**src/rtl/elevator_move_ctrl_if.sv**
```systemverilog
// Floor-request and car-status bundle between the push-button input block and the controller.
// The master side issues requests; the slave side (the movement controller) reports car state.
interface elevator_move_ctrl_if #(
    parameter int unsigned NUM_FLOORS = 9
);
    logic [4:0]            current;
    logic [4:0]            destination;
    logic                  input_confirm;
    logic [4:0]            car_floor;
    logic [NUM_FLOORS-1:0] car_onehot;
    logic                  moving;
    logic                  dir_up;
    logic                  door_open;
    logic                  busy;
    logic                  req_err;

    modport master (
        output current, destination, input_confirm,
        input  car_floor, car_onehot, moving, dir_up, door_open, busy, req_err
    );

    modport slave (
        input  current, destination, input_confirm,
        output car_floor, car_onehot, moving, dir_up, door_open, busy, req_err
    );
endinterface

```
**src/rtl/elevator_move_ctrl.sv**
```systemverilog
// Elevator car movement controller: pickup leg, door, destination leg, door, one floor per tick.
// Define ELEVATOR_REQ_QUEUE_EN to add a one-entry buffer for requests arriving while busy.
module elevator_move_ctrl #(
    parameter int unsigned NUM_FLOORS  = 9,
    parameter int unsigned FLOOR_TICKS = 50,
    parameter int unsigned DOOR_TICKS  = 25
) (
    input  logic                clk,
    input  logic                rst_n,
    elevator_move_ctrl_if.slave bus_if
);
    localparam int unsigned MaxTicks = (FLOOR_TICKS > DOOR_TICKS) ? FLOOR_TICKS : DOOR_TICKS;
    localparam int unsigned TmrW     = $clog2(MaxTicks);
    localparam logic [TmrW-1:0] FloorReload = TmrW'(FLOOR_TICKS - 1);
    localparam logic [TmrW-1:0] DoorReload  = TmrW'(DOOR_TICKS - 1);
    localparam logic [TmrW-1:0] TmrOne      = TmrW'(1);
    localparam logic [4:0]      TopFloor    = 5'(NUM_FLOORS);

    typedef enum logic [2:0] {
        StIdle,
        StGoPick,
        StDoorPick,
        StGoDest,
        StDoorDest
    } state_t;

    state_t                r_state;
    logic [TmrW-1:0]       r_tmr;
    logic [4:0]            r_car_floor;
    logic [NUM_FLOORS-1:0] r_car_onehot;
    logic                  r_dir_up;
    logic                  r_moving;
    logic                  r_door_open;
    logic                  r_busy;
    logic                  r_req_err;
    logic                  r_confirm_d;
    logic [4:0]            r_pick;
    logic [4:0]            r_dest;

    logic                  w_edge;
    logic                  w_in_valid;
    logic [4:0]            w_target;
    logic [4:0]            w_step_floor;
    logic [NUM_FLOORS-1:0] w_step_onehot;
    logic                  w_tmr_done;
    logic                  w_to_idle;
    logic                  w_do_launch;
    logic                  w_req_reject;
    logic [4:0]            w_l_pick;
    logic [4:0]            w_l_dest;

`ifdef ELEVATOR_REQ_QUEUE_EN
    logic                  r_pend_v;
    logic [4:0]            r_pend_pick;
    logic [4:0]            r_pend_dest;
    logic                  w_busy_edge;
`endif

    always_comb begin
        w_edge        = bus_if.input_confirm & ~r_confirm_d;
        w_in_valid    = (bus_if.current != 5'd0) && (bus_if.current <= TopFloor) &&
                        (bus_if.destination != 5'd0) && (bus_if.destination <= TopFloor);
        w_target      = (r_state == StGoPick) ? r_pick : r_dest;
        w_step_floor  = r_dir_up ? (r_car_floor + 5'd1) : (r_car_floor - 5'd1);
        w_step_onehot = r_dir_up ? (r_car_onehot << 1) : (r_car_onehot >> 1);
        w_tmr_done    = (r_tmr == '0);
        w_to_idle     = w_tmr_done &&
                        (((r_state == StDoorPick) && (r_dest == r_car_floor)) ||
                         (r_state == StDoorDest));
`ifdef ELEVATOR_REQ_QUEUE_EN
        // A parked pending request owns the launch slot; edges in that cycle count as busy.
        w_busy_edge   = w_edge && ((r_state != StIdle) || r_pend_v);
        w_l_pick      = r_pend_v ? r_pend_pick : bus_if.current;
        w_l_dest      = r_pend_v ? r_pend_dest : bus_if.destination;
        w_do_launch   = ((r_state == StIdle) && (r_pend_v || (w_edge && w_in_valid))) ||
                        (w_to_idle && r_pend_v);
        w_req_reject  = ((r_state == StIdle) && !r_pend_v && w_edge && !w_in_valid) ||
                        (w_busy_edge && (!w_in_valid || r_pend_v));
`else
        w_l_pick      = bus_if.current;
        w_l_dest      = bus_if.destination;
        w_do_launch   = (r_state == StIdle) && w_edge && w_in_valid;
        w_req_reject  = (r_state == StIdle) && w_edge && !w_in_valid;
`endif
    end

    always_ff @(posedge clk or negedge rst_n) begin
        if (!rst_n) begin
            r_state      <= StIdle;
            r_tmr        <= '0;
            r_car_floor  <= 5'd1;
            r_car_onehot <= NUM_FLOORS'(1);
            r_dir_up     <= 1'b1;
            r_moving     <= 1'b0;
            r_door_open  <= 1'b0;
            r_busy       <= 1'b0;
            r_req_err    <= 1'b0;
            r_confirm_d  <= 1'b0;
            r_pick       <= 5'd1;
            r_dest       <= 5'd1;
        end else begin
            r_confirm_d <= bus_if.input_confirm;
            r_req_err   <= w_req_reject;
            if (w_do_launch) begin
                r_pick <= w_l_pick;
                r_dest <= w_l_dest;
                r_busy <= 1'b1;
                if (w_l_pick != r_car_floor) begin
                    r_state     <= StGoPick;
                    r_tmr       <= FloorReload;
                    r_dir_up    <= (w_l_pick > r_car_floor);
                    r_moving    <= 1'b1;
                    r_door_open <= 1'b0;
                end else begin
                    r_state     <= StDoorPick;
                    r_tmr       <= DoorReload;
                    r_moving    <= 1'b0;
                    r_door_open <= 1'b1;
                end
            end else begin
                unique case (r_state)
                    StIdle: begin
                    end
                    StGoPick, StGoDest: begin
                        if (w_tmr_done) begin
                            r_car_floor  <= w_step_floor;
                            r_car_onehot <= w_step_onehot;
                            if (w_step_floor == w_target) begin
                                r_state     <= (r_state == StGoPick) ? StDoorPick : StDoorDest;
                                r_tmr       <= DoorReload;
                                r_moving    <= 1'b0;
                                r_door_open <= 1'b1;
                            end else begin
                                r_tmr <= FloorReload;
                            end
                        end else begin
                            r_tmr <= r_tmr - TmrOne;
                        end
                    end
                    StDoorPick, StDoorDest: begin
                        if (!w_tmr_done) begin
                            r_tmr <= r_tmr - TmrOne;
                        end else if (w_to_idle) begin
                            r_state     <= StIdle;
                            r_door_open <= 1'b0;
                            r_busy      <= 1'b0;
                        end else begin
                            r_state     <= StGoDest;
                            r_tmr       <= FloorReload;
                            r_dir_up    <= (r_dest > r_car_floor);
                            r_moving    <= 1'b1;
                            r_door_open <= 1'b0;
                        end
                    end
                    default: r_state <= StIdle;
                endcase
            end
        end
    end

`ifdef ELEVATOR_REQ_QUEUE_EN
    always_ff @(posedge clk or negedge rst_n) begin
        if (!rst_n) begin
            r_pend_v    <= 1'b0;
            r_pend_pick <= 5'd1;
            r_pend_dest <= 5'd1;
        end else if (w_do_launch && r_pend_v) begin
            r_pend_v <= 1'b0;
        end else if (w_busy_edge && w_in_valid && !r_pend_v) begin
            r_pend_v    <= 1'b1;
            r_pend_pick <= bus_if.current;
            r_pend_dest <= bus_if.destination;
        end
    end
`endif

    assign bus_if.car_floor  = r_car_floor;
    assign bus_if.car_onehot = r_car_onehot;
    assign bus_if.moving     = r_moving;
    assign bus_if.dir_up     = r_dir_up;
    assign bus_if.door_open  = r_door_open;
    assign bus_if.busy       = r_busy;
    assign bus_if.req_err    = r_req_err;

endmodule

```
**src/flat_wrapper.sv**
```systemverilog
// flat-port wrapper written by rule: the top's interface ports become plain ports
module elevator_move_ctrl_flat 
#(
    parameter int unsigned NUM_FLOORS  = 9,
    parameter int unsigned FLOOR_TICKS = 50,
    parameter int unsigned DOOR_TICKS  = 25
)
  (clk, rst_n, bus_if_current, bus_if_destination, bus_if_input_confirm, bus_if_car_floor, bus_if_car_onehot, bus_if_moving, bus_if_dir_up, bus_if_door_open, bus_if_busy, bus_if_req_err);
  elevator_move_ctrl_if #(.NUM_FLOORS(NUM_FLOORS)) bus_if_i ();
  input  logic clk;
  input  logic rst_n;
  input wire logic [$bits(bus_if_i.current)-1:0] bus_if_current;
  input wire logic [$bits(bus_if_i.destination)-1:0] bus_if_destination;
  input wire logic [$bits(bus_if_i.input_confirm)-1:0] bus_if_input_confirm;
  output wire logic [$bits(bus_if_i.car_floor)-1:0] bus_if_car_floor;
  output wire logic [$bits(bus_if_i.car_onehot)-1:0] bus_if_car_onehot;
  output wire logic [$bits(bus_if_i.moving)-1:0] bus_if_moving;
  output wire logic [$bits(bus_if_i.dir_up)-1:0] bus_if_dir_up;
  output wire logic [$bits(bus_if_i.door_open)-1:0] bus_if_door_open;
  output wire logic [$bits(bus_if_i.busy)-1:0] bus_if_busy;
  output wire logic [$bits(bus_if_i.req_err)-1:0] bus_if_req_err;
  assign bus_if_i.current = bus_if_current;
  assign bus_if_i.destination = bus_if_destination;
  assign bus_if_i.input_confirm = bus_if_input_confirm;
  assign bus_if_car_floor = bus_if_i.car_floor;
  assign bus_if_car_onehot = bus_if_i.car_onehot;
  assign bus_if_moving = bus_if_i.moving;
  assign bus_if_dir_up = bus_if_i.dir_up;
  assign bus_if_door_open = bus_if_i.door_open;
  assign bus_if_busy = bus_if_i.busy;
  assign bus_if_req_err = bus_if_i.req_err;
  elevator_move_ctrl #(.NUM_FLOORS(NUM_FLOORS), .FLOOR_TICKS(FLOOR_TICKS), .DOOR_TICKS(DOOR_TICKS)) u_core (.clk(clk), .rst_n(rst_n), .bus_if(bus_if_i));
endmodule
```
**config.mk**
```make
export PLATFORM = sky130hd
export DESIGN_NAME = elevator_move_ctrl_flat
export DESIGN_NICKNAME = d
export VERILOG_FILES = /design/src/rtl/elevator_move_ctrl_if.sv /design/src/rtl/elevator_move_ctrl.sv /design/src/flat_wrapper.sv
export SDC_FILE = /design/constraint.sdc
export NUM_CORES = 1
export LEC_CHECK = 0
export CAP_MARGIN = 20
export CORE_AREA = 2 2 92 94
export DETAILED_ROUTE_END_ITERATION = 6
export DIE_AREA = 0 0 94 96
export PLACE_DENSITY = 0.45
export SYNTH_ARGS = -nofsm -noshare
export SYNTH_HDL_FRONTEND = slang
export SYNTH_SLANG_ARGS = --single-unit
```
**constraint.sdc**
```tcl
create_clock -name clk -period 6.24 [get_ports clk]
set_input_delay 1.248 -clock clk [delete_from_list [all_inputs] [get_ports clk]]
set_output_delay 1.248 -clock clk [all_outputs]
set_load 0.1 [all_outputs]
```
==> results of run 1 <==
## final timing paths
check | startpoint | end | depth (start not counted)
worst max-delay path | u_core.bus_if.dir_up | bus_if_dir_up | 1
worst min-delay path | u_core.r_pick[1] | u_core.r_pick[1] | 2
worst max register to register | u_core.bus_if.dir_up | u_core.bus_if.dir_up | 9
worst min register to register | u_core.r_pick[1] | u_core.r_pick[1] | 2
max in group asynchronous | rst_n | u_core.r_tmr[3] | 1
min in group asynchronous | rst_n | u_core.bus_if.car_onehot[3] | 1
## power by group
| part | internal (µW) | total, µW | switching (µW) |
|---|---|---|---|
| combinational | 8.14 | 17.9 | 9.74 |
| clock | 130 | 226 | 96.3 |
| sequential | 253 | 253 | 0.0949 |
## metal layers
| layer | routed length [µm] | vias to the layer above | share of wire |
|---|---|---|---|
| met5 | 0 | - | 0 |
| met2 | 2591 | 44 | 0.47 |
| met3 | 212 | 5 | 0.039 |
| met4 | 74 | 0 | 0.014 |
| li1 | - | 932 | - |
| met1 | 2582 | 902 | 0.47 |
## cells in the final DEF (no fill, tap or decap), types with 3 or more instances in the layout
cell type / instances
nand2_1: 44
nor2_1: 18
dfstp_2: 5
dfrtp_1: 34
inv_1: 17
clkbuf_8: 6
a21oi_1: 10
clkdlybuf4s50_1: 30
nand3_1: 6
nand2b_1: 3
xnor2_1: 7
ha_1: 15
nor3_1: 5
mux2i_1: 13
or4_1: 3
o21ai_0: 25
o22ai_1: 4
## registers in the layout (all words and copies together), names as in the netlist
name                      cells
u_core.bus_if.busy            1
u_core.bus_if.door_open       1
u_core.bus_if.req_err         1
u_core.bus_if.moving          1
u_core.r_tmr                  6
u_core.bus_if.car_onehot      9
u_core.r_pick                 5
u_core.bus_if.car_floor       5
u_core.r_confirm_d            1
u_core.r_state                3
u_core.r_dest                 5
u_core.bus_if.dir_up          1
## through the flow
stage | cell area, µm² | utilization
detailed placement | 2765 | 0.3434
global route | 2883 | 0.3580
finish | 2883 | 0.3580
floorplan | 2352 | -
CTS | 2883 | 0.3580
global placement | 2765 | 0.3434
## cells by family after synthesis
family          Yosys count
xor+xnor                 11
buf+inv                  23
flops                    39
simple gates             93
compound gates           54
mux                      15
fa+ha+maj                16
## tightest hold or removal path, delay by kind of cell, from the launching register on
family / cells / cell delay [ps]
simple gates: 2 / 100
flops: 1 / 360
## cell type report
cell class	instances	area [µm²]
clock buffers	6	82.58
clock inverters	2	35.03
fillers	868	5169
inverters	17	63.81
multi-input cells	189	1275
flip-flops and latches	39	982.2
well taps	105	131.4
repair buffers	32	312.8
==> flow_metrics.env, run 1 <==
export IMPL_outcome="finished clean"
export IMPL_cts_setup_buffers=0
export IMPL_yosys_area_top_type="dfrtp_1"
export IMPL_whs_ps=483.5
export IMPL_place_hpwl_um=4047
export IMPL_stdcell_count=390
export IMPL_num_rows=33
export IMPL_worstPathArrival_ps=2250
export IMPL_syn_num_nets=280
export IMPL_cap_violations=0
export IMPL_cts_buffer_depth=2
export IMPL_power_density_mw_per_mm2=172.3
export IMPL_use_met3=0.02506
export IMPL_grt_pass1_wl_um=9411
export IMPL_cts_tree="yes"
export IMPL_total_power_uw=496.8
export IMPL_avgSynthCellArea_um2=9.372
export IMPL_setup_viol=0
export IMPL_async_reset_ff_frac=1.000
export IMPL_yosys_area_share_simple=0.1936
export IMPL_cts_sinks=39
export IMPL_antenna_found_initial=0
export IMPL_drt_pass1_iter_count=4
export IMPL_hold_viol=0
export IMPL_grt_pass1_vias=1866
export IMPL_synthXorXnorAreaFrac=0.05000
export IMPL_crit_buf_inv=1
export IMPL_wire_per_inst_um=14.00
export IMPL_yosys_area_top_type_share=0.3617
export IMPL_cp_top_family="buffers and inverters"
export IMPL_cpPeakStageDelay_ps=1200
export IMPL_syn_inst=251
export IMPL_worst_pin_slew_ps=973.4
export IMPL_synth_area_mm2=0.002352
export IMPL_ys_warn_count=0
export IMPL_areaGrowthSynthToFinish_pct=22.55
export IMPL_synthFlopType="dfrtp_1"
export IMPL_overflow=0
export IMPL_clk_pin_slew_ps=80
export IMPL_initial_core_util=0.2922
export IMPL_yosysMostFrequentCell="nand2_1"
export IMPL_rsz0062_at_grt="no"
export IMPL_drtIter0Drc=47
export IMPL_ys_ff_latch=39
export IMPL_crit_required_ps=4990
export IMPL_cts_made_buffers=5
export IMPL_grtUsageMet2=0.2298
export IMPL_reg2reg_slack_ps=3290
export IMPL_place_ws_ps=2648
export IMPL_synth_area_mux_share=0.06649
export IMPL_setup_worst_path_end_class="primary output"
export IMPL_antenna_cells=0
export IMPL_critPathMaxFanout=12
export IMPL_ctsHtreeMaxLevel=2
export IMPL_wl_um=5461
export IMPL_root_buffer="clkbuf_8"
export IMPL_start_kind="flop"
export IMPL_ys_types=51
export IMPL_vias_per_cell=4.828
export IMPL_post_cts_resize_count=0
export IMPL_synth_adder_area_share=0.08830
export IMPL_die_area_mm2=0.009024
export IMPL_synth_compound_area_frac=0.1436
export IMPL_relSlewSlack=0.3490
export IMPL_period_share=0.5603
export IMPL_clock_fmax_mhz=286.0
export IMPL_ys_seq_area_frac=0.4176
export IMPL_crit_type="flop to primary output"
export IMPL_drive_gt1_frac=0.09474
export IMPL_die_y_um=96
export IMPL_worstSkewPairLatency_ps=300
export IMPL_synth_edff_count=0
export IMPL_num_vias=1883
export IMPL_gp_congestion=0.7916
export IMPL_synthTopCellsByArea="dfrtp_1, ha_1, nand2_1, dfstp_2, mux2i_1"
export IMPL_cp_cell_sequence="clkdlybuf4s50_1"
export IMPL_finalClockSkew_ps=8.418
export IMPL_leakagePower_uw=0.001312
export IMPL_max_vdd_ir_drop_uv=93.86
export IMPL_top_usage_layer="met2"
export IMPL_die_x_um=94
export IMPL_globalRouteMet1Util=0.1753
export IMPL_ant_nets=0
export IMPL_hold_buffers=0
export IMPL_coreArea_mm2=0.008051
export IMPL_worst_hold_path_type="flop to flop"
export IMPL_fin_ws_ps=2744
export IMPL_period_minus_slack_ps=3496
export IMPL_grt_max_degree=40
export IMPL_finalMaxSlewViolations=0
export IMPL_drc_errors=0
export IMPL_slowest_stage="clkdlybuf4s50_1"
export IMPL_layout_nets=313
export IMPL_grt_util_all_layers=0.1355
export IMPL_portBuffers=31
export IMPL_setup_tns_ps=0
export IMPL_ios=32
export IMPL_yosys_top_cells_count="nand2_1, dfrtp_1, o21ai_0"
export IMPL_dp_cells=382
export IMPL_synth_top_family_by_area="simple AND/OR/NAND/NOR gates"
No activity file was read; power rests on OpenSTA's default activity.
==> inputs of run 2 (changes only) <==
Clock period 6.24 ns to 3.7 ns, I/O delays scaled along.
==> flow_metrics.env, run 2 (same netlist as run 1, synthesis figures left out) <==
export IMPL_setup_viol=0
export IMPL_period_share=0.7413
export IMPL_whs_ps=473.8
export IMPL_clock_fmax_mhz=364.6
export IMPL_layout_common_cells="nand2_1, dfrtp_1, clkdlybuf4s50_1"
export IMPL_setup_tns_ps=0
export IMPL_cts_sinks=39
export IMPL_overflow=0
export IMPL_layout_nets=314
export IMPL_place_hpwl_um=4033
export IMPL_vias_per_cell=4.683
export IMPL_ios=32
export IMPL_die_y_um=96
export IMPL_worst_pin_slew_ps=972.4
export IMPL_cts_made_buffers=5
export IMPL_fillerInstances=861
export IMPL_total_power_uw=834.6
export IMPL_period_minus_slack_ps=2743
export IMPL_die_x_um=94
export IMPL_multi_input_comb_area_mm2=0.001275
export IMPL_cts_setup_buffers=0
export IMPL_grt_util_all_layers=0.1305
export IMPL_wl_um=5426
export IMPL_outcome="finished clean"
export IMPL_wire_per_inst_um=13.88
export IMPL_final_core_util=0.3584
export IMPL_num_vias=1831
export IMPL_drive_gt1_frac=0.1049
export IMPL_relSlewSlack=0.3497
export IMPL_seqCellArea_um2=982.2
export IMPL_finalClockSkew_ps=9.965
export IMPL_cap_violations=0
export IMPL_reg2reg_slack_ps=970
export IMPL_top_usage_layer="met2"
export IMPL_leakagePower_uw=0.001319
export IMPL_fin_ws_ps=957.1
export IMPL_worstPathArrival_ps=2970
export IMPL_worstSkewPairLatency_ps=290
export IMPL_final_common_cell="nand2_1"
export IMPL_drc_errors=0
export IMPL_hold_buffers=0
export IMPL_antenna_found_initial=0
export IMPL_rsz0062_at_grt="no"
export IMPL_coreArea_mm2=0.008051
export IMPL_largest_reg_flops=9
export IMPL_hold_viol=0
export IMPL_use_met3=0.02662
export IMPL_start_kind="input port"
export IMPL_finalMaxSlewViolations=0
export IMPL_drt_pass1_iter_count=4
export IMPL_gp_congestion=0.7778
export IMPL_areaGrowthSynthToFinish_pct=22.66
export IMPL_ctsHtreeMaxLevel=2
export IMPL_ant_nets=0
export IMPL_initial_core_util=0.2922
export IMPL_crit_type="input port to flop"
export IMPL_place_ws_ps=635.4
export IMPL_root_buffer="clkbuf_8"
export IMPL_grt_max_degree=40
export IMPL_cts_tree="yes"
export IMPL_critPathMaxFanout=13
export IMPL_num_rows=33
export IMPL_portBuffers=31
export IMPL_die_area_mm2=0.009024
export IMPL_grt_pass1_wl_um=9032
export IMPL_drtIter0Drc=50
export IMPL_antenna_cells=0
export IMPL_grt_pass1_vias=1798
export IMPL_post_cts_resize_count=0
export IMPL_cts_buffer_depth=2
export IMPL_setup_worst_path_end_class="flop"
export IMPL_crit_required_ps=3930
export IMPL_worst_hold_path_type="flop to flop"
export IMPL_clk_pin_slew_ps=90
export IMPL_max_vdd_ir_drop_uv=129.5
export IMPL_grtUsageMet2=0.2137
export IMPL_globalRouteMet1Util=0.1773
export IMPL_power_density_mw_per_mm2=289.3
[run 2: critical path, stage by stage]
cell and delay [ps]:
clkdlybuf4s50_1 460, o21ai_0 180, nand3_1 130, or3_4 440, nor2_2 310, or2_1 240
nand3_2 140, mux2_4 320
[run 2: path summary, 6_finish.rpt]
kind	startpoint	end	depth (start not counted)
setup / recovery	bus_if_current[1]	u_core.bus_if.dir_up	8
hold reg to reg	u_core.r_pick[3]	u_core.r_pick[3]	2
min in group asynchronous	rst_n	u_core.bus_if.car_onehot[6]	1
max in group asynchronous	rst_n	u_core.bus_if.busy	1
setup reg to reg	u_core.bus_if.car_floor[0]	u_core.bus_if.dir_up	8
hold / removal	u_core.r_pick[3]	u_core.r_pick[3]	2
[run 2: routing by layer]
layer,share of wire,routed length [µm]
met3,0.034,187
met1,0.48,2609
met5,0,0
met2,0.48,2588
met4,0.0074,40
[run 2: area by class of cell]
type                    count  area share
multi-input cells         189      0.4419
flip-flops and latches     39      0.3404
inverters                  17     0.02212
clock inverters             2     0.01214
well taps                 105     0.04553
clock buffers               6     0.02862
repair buffers             33      0.1093
[run 2: report_power, final]
group          switching [µW]  total [µW]  internal [µW]
logic                    16.6        30.4           13.8
clock network             159         377            218
registers               0.128         427            427
[run 2: stage by stage]
stage	cells	instance area, µm²
global route	391	2885
CTS	391	2885
floorplan	251	2352
detailed placement	383	2768
global placement	383	2768
finish	391	2885
==> inputs of run 3 (changes only) <==
Settings changed: PLACE_DENSITY 0.45 to 0.47.
Clock period 3.7 ns to 2.4 ns, I/O delays scaled along.
==> flow_metrics.env, run 3 (same netlist as run 1, synthesis figures left out) <==
export IMPL_ant_nets=0
export IMPL_drtIter0Drc=29
export IMPL_leakagePower_uw=0.001582
export IMPL_layout_nets=360
export IMPL_setup_worst_path_end_class="flop"
export IMPL_stdcell_count=437
export IMPL_num_vias=2027
export IMPL_cts_tree="yes"
export IMPL_slowest_stage="dfstp_4"
export IMPL_cts_made_buffers=5
export IMPL_ctsHtreeMaxLevel=2
export IMPL_worst_hold_path_type="input port to asynchronous set/reset pin"
export IMPL_final_common_cell="buf_4"
export IMPL_cpPeakStageDelay_ps=640
export IMPL_period_minus_slack_ps=2496
export IMPL_areaGrowthSynthToFinish_pct=40.27
export IMPL_antenna_found_initial=0
export IMPL_start_kind="flop"
export IMPL_cp_top_family="compound AO/OA/AOI/OAI gates"
export IMPL_fin_ws_ps=-95.68
export IMPL_max_vdd_ir_drop_uv=174.1
export IMPL_die_area_mm2=0.009024
export IMPL_crit_type="flop to flop"
export IMPL_drc_errors=0
export IMPL_crit_buf_inv=1
export IMPL_place_hpwl_um=4563
export IMPL_drive_gt1_frac=0.3283
export IMPL_relSlewSlack=0.4493
export IMPL_largest_reg_flops=9
export IMPL_num_rows=33
export IMPL_cts_sinks=39
export IMPL_die_x_um=94
export IMPL_dp_cells=425
export IMPL_cap_violations=0
export IMPL_coreArea_mm2=0.008051
export IMPL_drt_pass1_iter_count=4
export IMPL_setup_viol=5
export IMPL_wl_um=5864
export IMPL_layout_common_cells="buf_4, nand2_1, dfrtp_1"
export IMPL_overflow=0
export IMPL_clk_pin_slew_ps=80
export IMPL_finalClockSkew_ps=7.999
export IMPL_clock_fmax_mhz=400.7
export IMPL_grt_pass1_vias=2005
export IMPL_worst_pin_slew_ps=819.8
export IMPL_cts_buffer_depth=2
export IMPL_violations="negative setup slack"
export IMPL_grt_util_all_layers=0.1400
export IMPL_gp_congestion=0.7858
export IMPL_cp_cell_sequence="clkinvlp_4, ha_4, a21o_1, a21oi_2, xnor3_1, o2111ai_2, o21ai_4, nand3_4, mux2_4"
export IMPL_initial_core_util=0.2922
export IMPL_worstSkewPairLatency_ps=300
export IMPL_outcome="complete, but fails checks"
export IMPL_critPathMaxFanout=5
export IMPL_crit_required_ps=2630
export IMPL_finalMaxSlewViolations=0
export IMPL_whs_ps=178.2
export IMPL_worstPathArrival_ps=2720
export IMPL_root_buffer="clkbuf_8"
export IMPL_period_share=1.040
export IMPL_vias_per_cell=4.638
export IMPL_die_y_um=96
export IMPL_ios=32
export IMPL_hold_viol=0
export IMPL_grt_pass1_wl_um=9735
export IMPL_portBuffers=31
export IMPL_grt_max_degree=27
export IMPL_power_density_mw_per_mm2=372.2
export IMPL_antenna_cells=0
export IMPL_rsz0062_at_grt="yes"
export IMPL_wire_per_inst_um=13.42
[run 3: cell types whose count changed in the layout (fill, tap and decap cells not counted), moves of 3 or more]
cell             previous run  this run
buf_6                       0         3
ha_1                       15        12
ha_4                        0         3
dfrtp_1                    34        30
clkdlybuf4s50_1            28        11
dfrtp_2                     0         3
buf_4                       4        64
[run 3: metal layers]
metal	GRT usage	up-vias	routed length, µm
met5	0	-	0
met2	0.2363	37	2706
met1	0.1827	959	2842
li1	-	1023	-
met3	0.02584	8	199
met4	0.04348	0	116
[run 3: power breakdown]
part / internal [µW] / switching (µW)
registers: 657 / 0.482
logic: 33.4 / 28.6
clock network: 263 / 245
[run 3: worst register-to-register path: cells and delay by family (launching register included)]
family / cells / cell delay (ps)
adder cells (fa/ha/maj): 1 / 260
XOR/XNOR: 1 / 180
AND/OR/NAND/NOR: 1 / 120
flip-flops: 1 / 640
AO/OA/AOI/OAI: 4 / 770
multiplexers: 1 / 310
buffers and inverters: 1 / 180
[run 3: worst paths after layout]
path / startpoint / end / slack (ps) / cells past startpoint
max in group asynchronous: rst_n / u_core.r_dest[0] / 1540 / 2
hold / removal: rst_n / u_core.bus_if.car_floor[4] / 180 / 1
setup reg to reg: u_core.bus_if.dir_up / u_core.bus_if.dir_up / -100 / 9
setup / recovery: u_core.bus_if.dir_up / u_core.bus_if.dir_up / -100 / 9
hold reg to reg: u_core.r_pick[3] / u_core.r_pick[3] / 480 / 2
min in group clk: u_core.r_pick[3] / u_core.r_pick[3] / 480 / 2
[run 3: final cells by class]
type,count,area (µm²)
fillers,808,4752
multi-input cells,189,1374
flip-flops and latches,39,997.2
repair buffers,79,629.4
well taps,105,131.4
clock buffers,8,100.1
inverters,17,67.56
[run 3: what timing repair did]
item | 4_1_cts | 5_1_grt
setup endpoints to repair | 9 | 9
buffers inserted | 4 | 1
hold buffers | 0 | 0
pin swaps | 5 | 0
resized for setup | 8 | 10
[run 3: stage by stage]
step	utilization	area (µm²)	total power (µW)	TNS [ps]	worst slack, ps
after floorplan	-	2382	680.3	-1488	-299.0
after global placement	0.3809	3067	734.2	-1091	-180.0
after detailed placement	0.3809	3067	734.5	-1390	-208.5
after CTS	0.4048	3259	1243	-268.1	-90.13
after global routing	0.4098	3299	1280	-1299	-224.5
final	0.4098	3299	1228	-319.2	-95.68
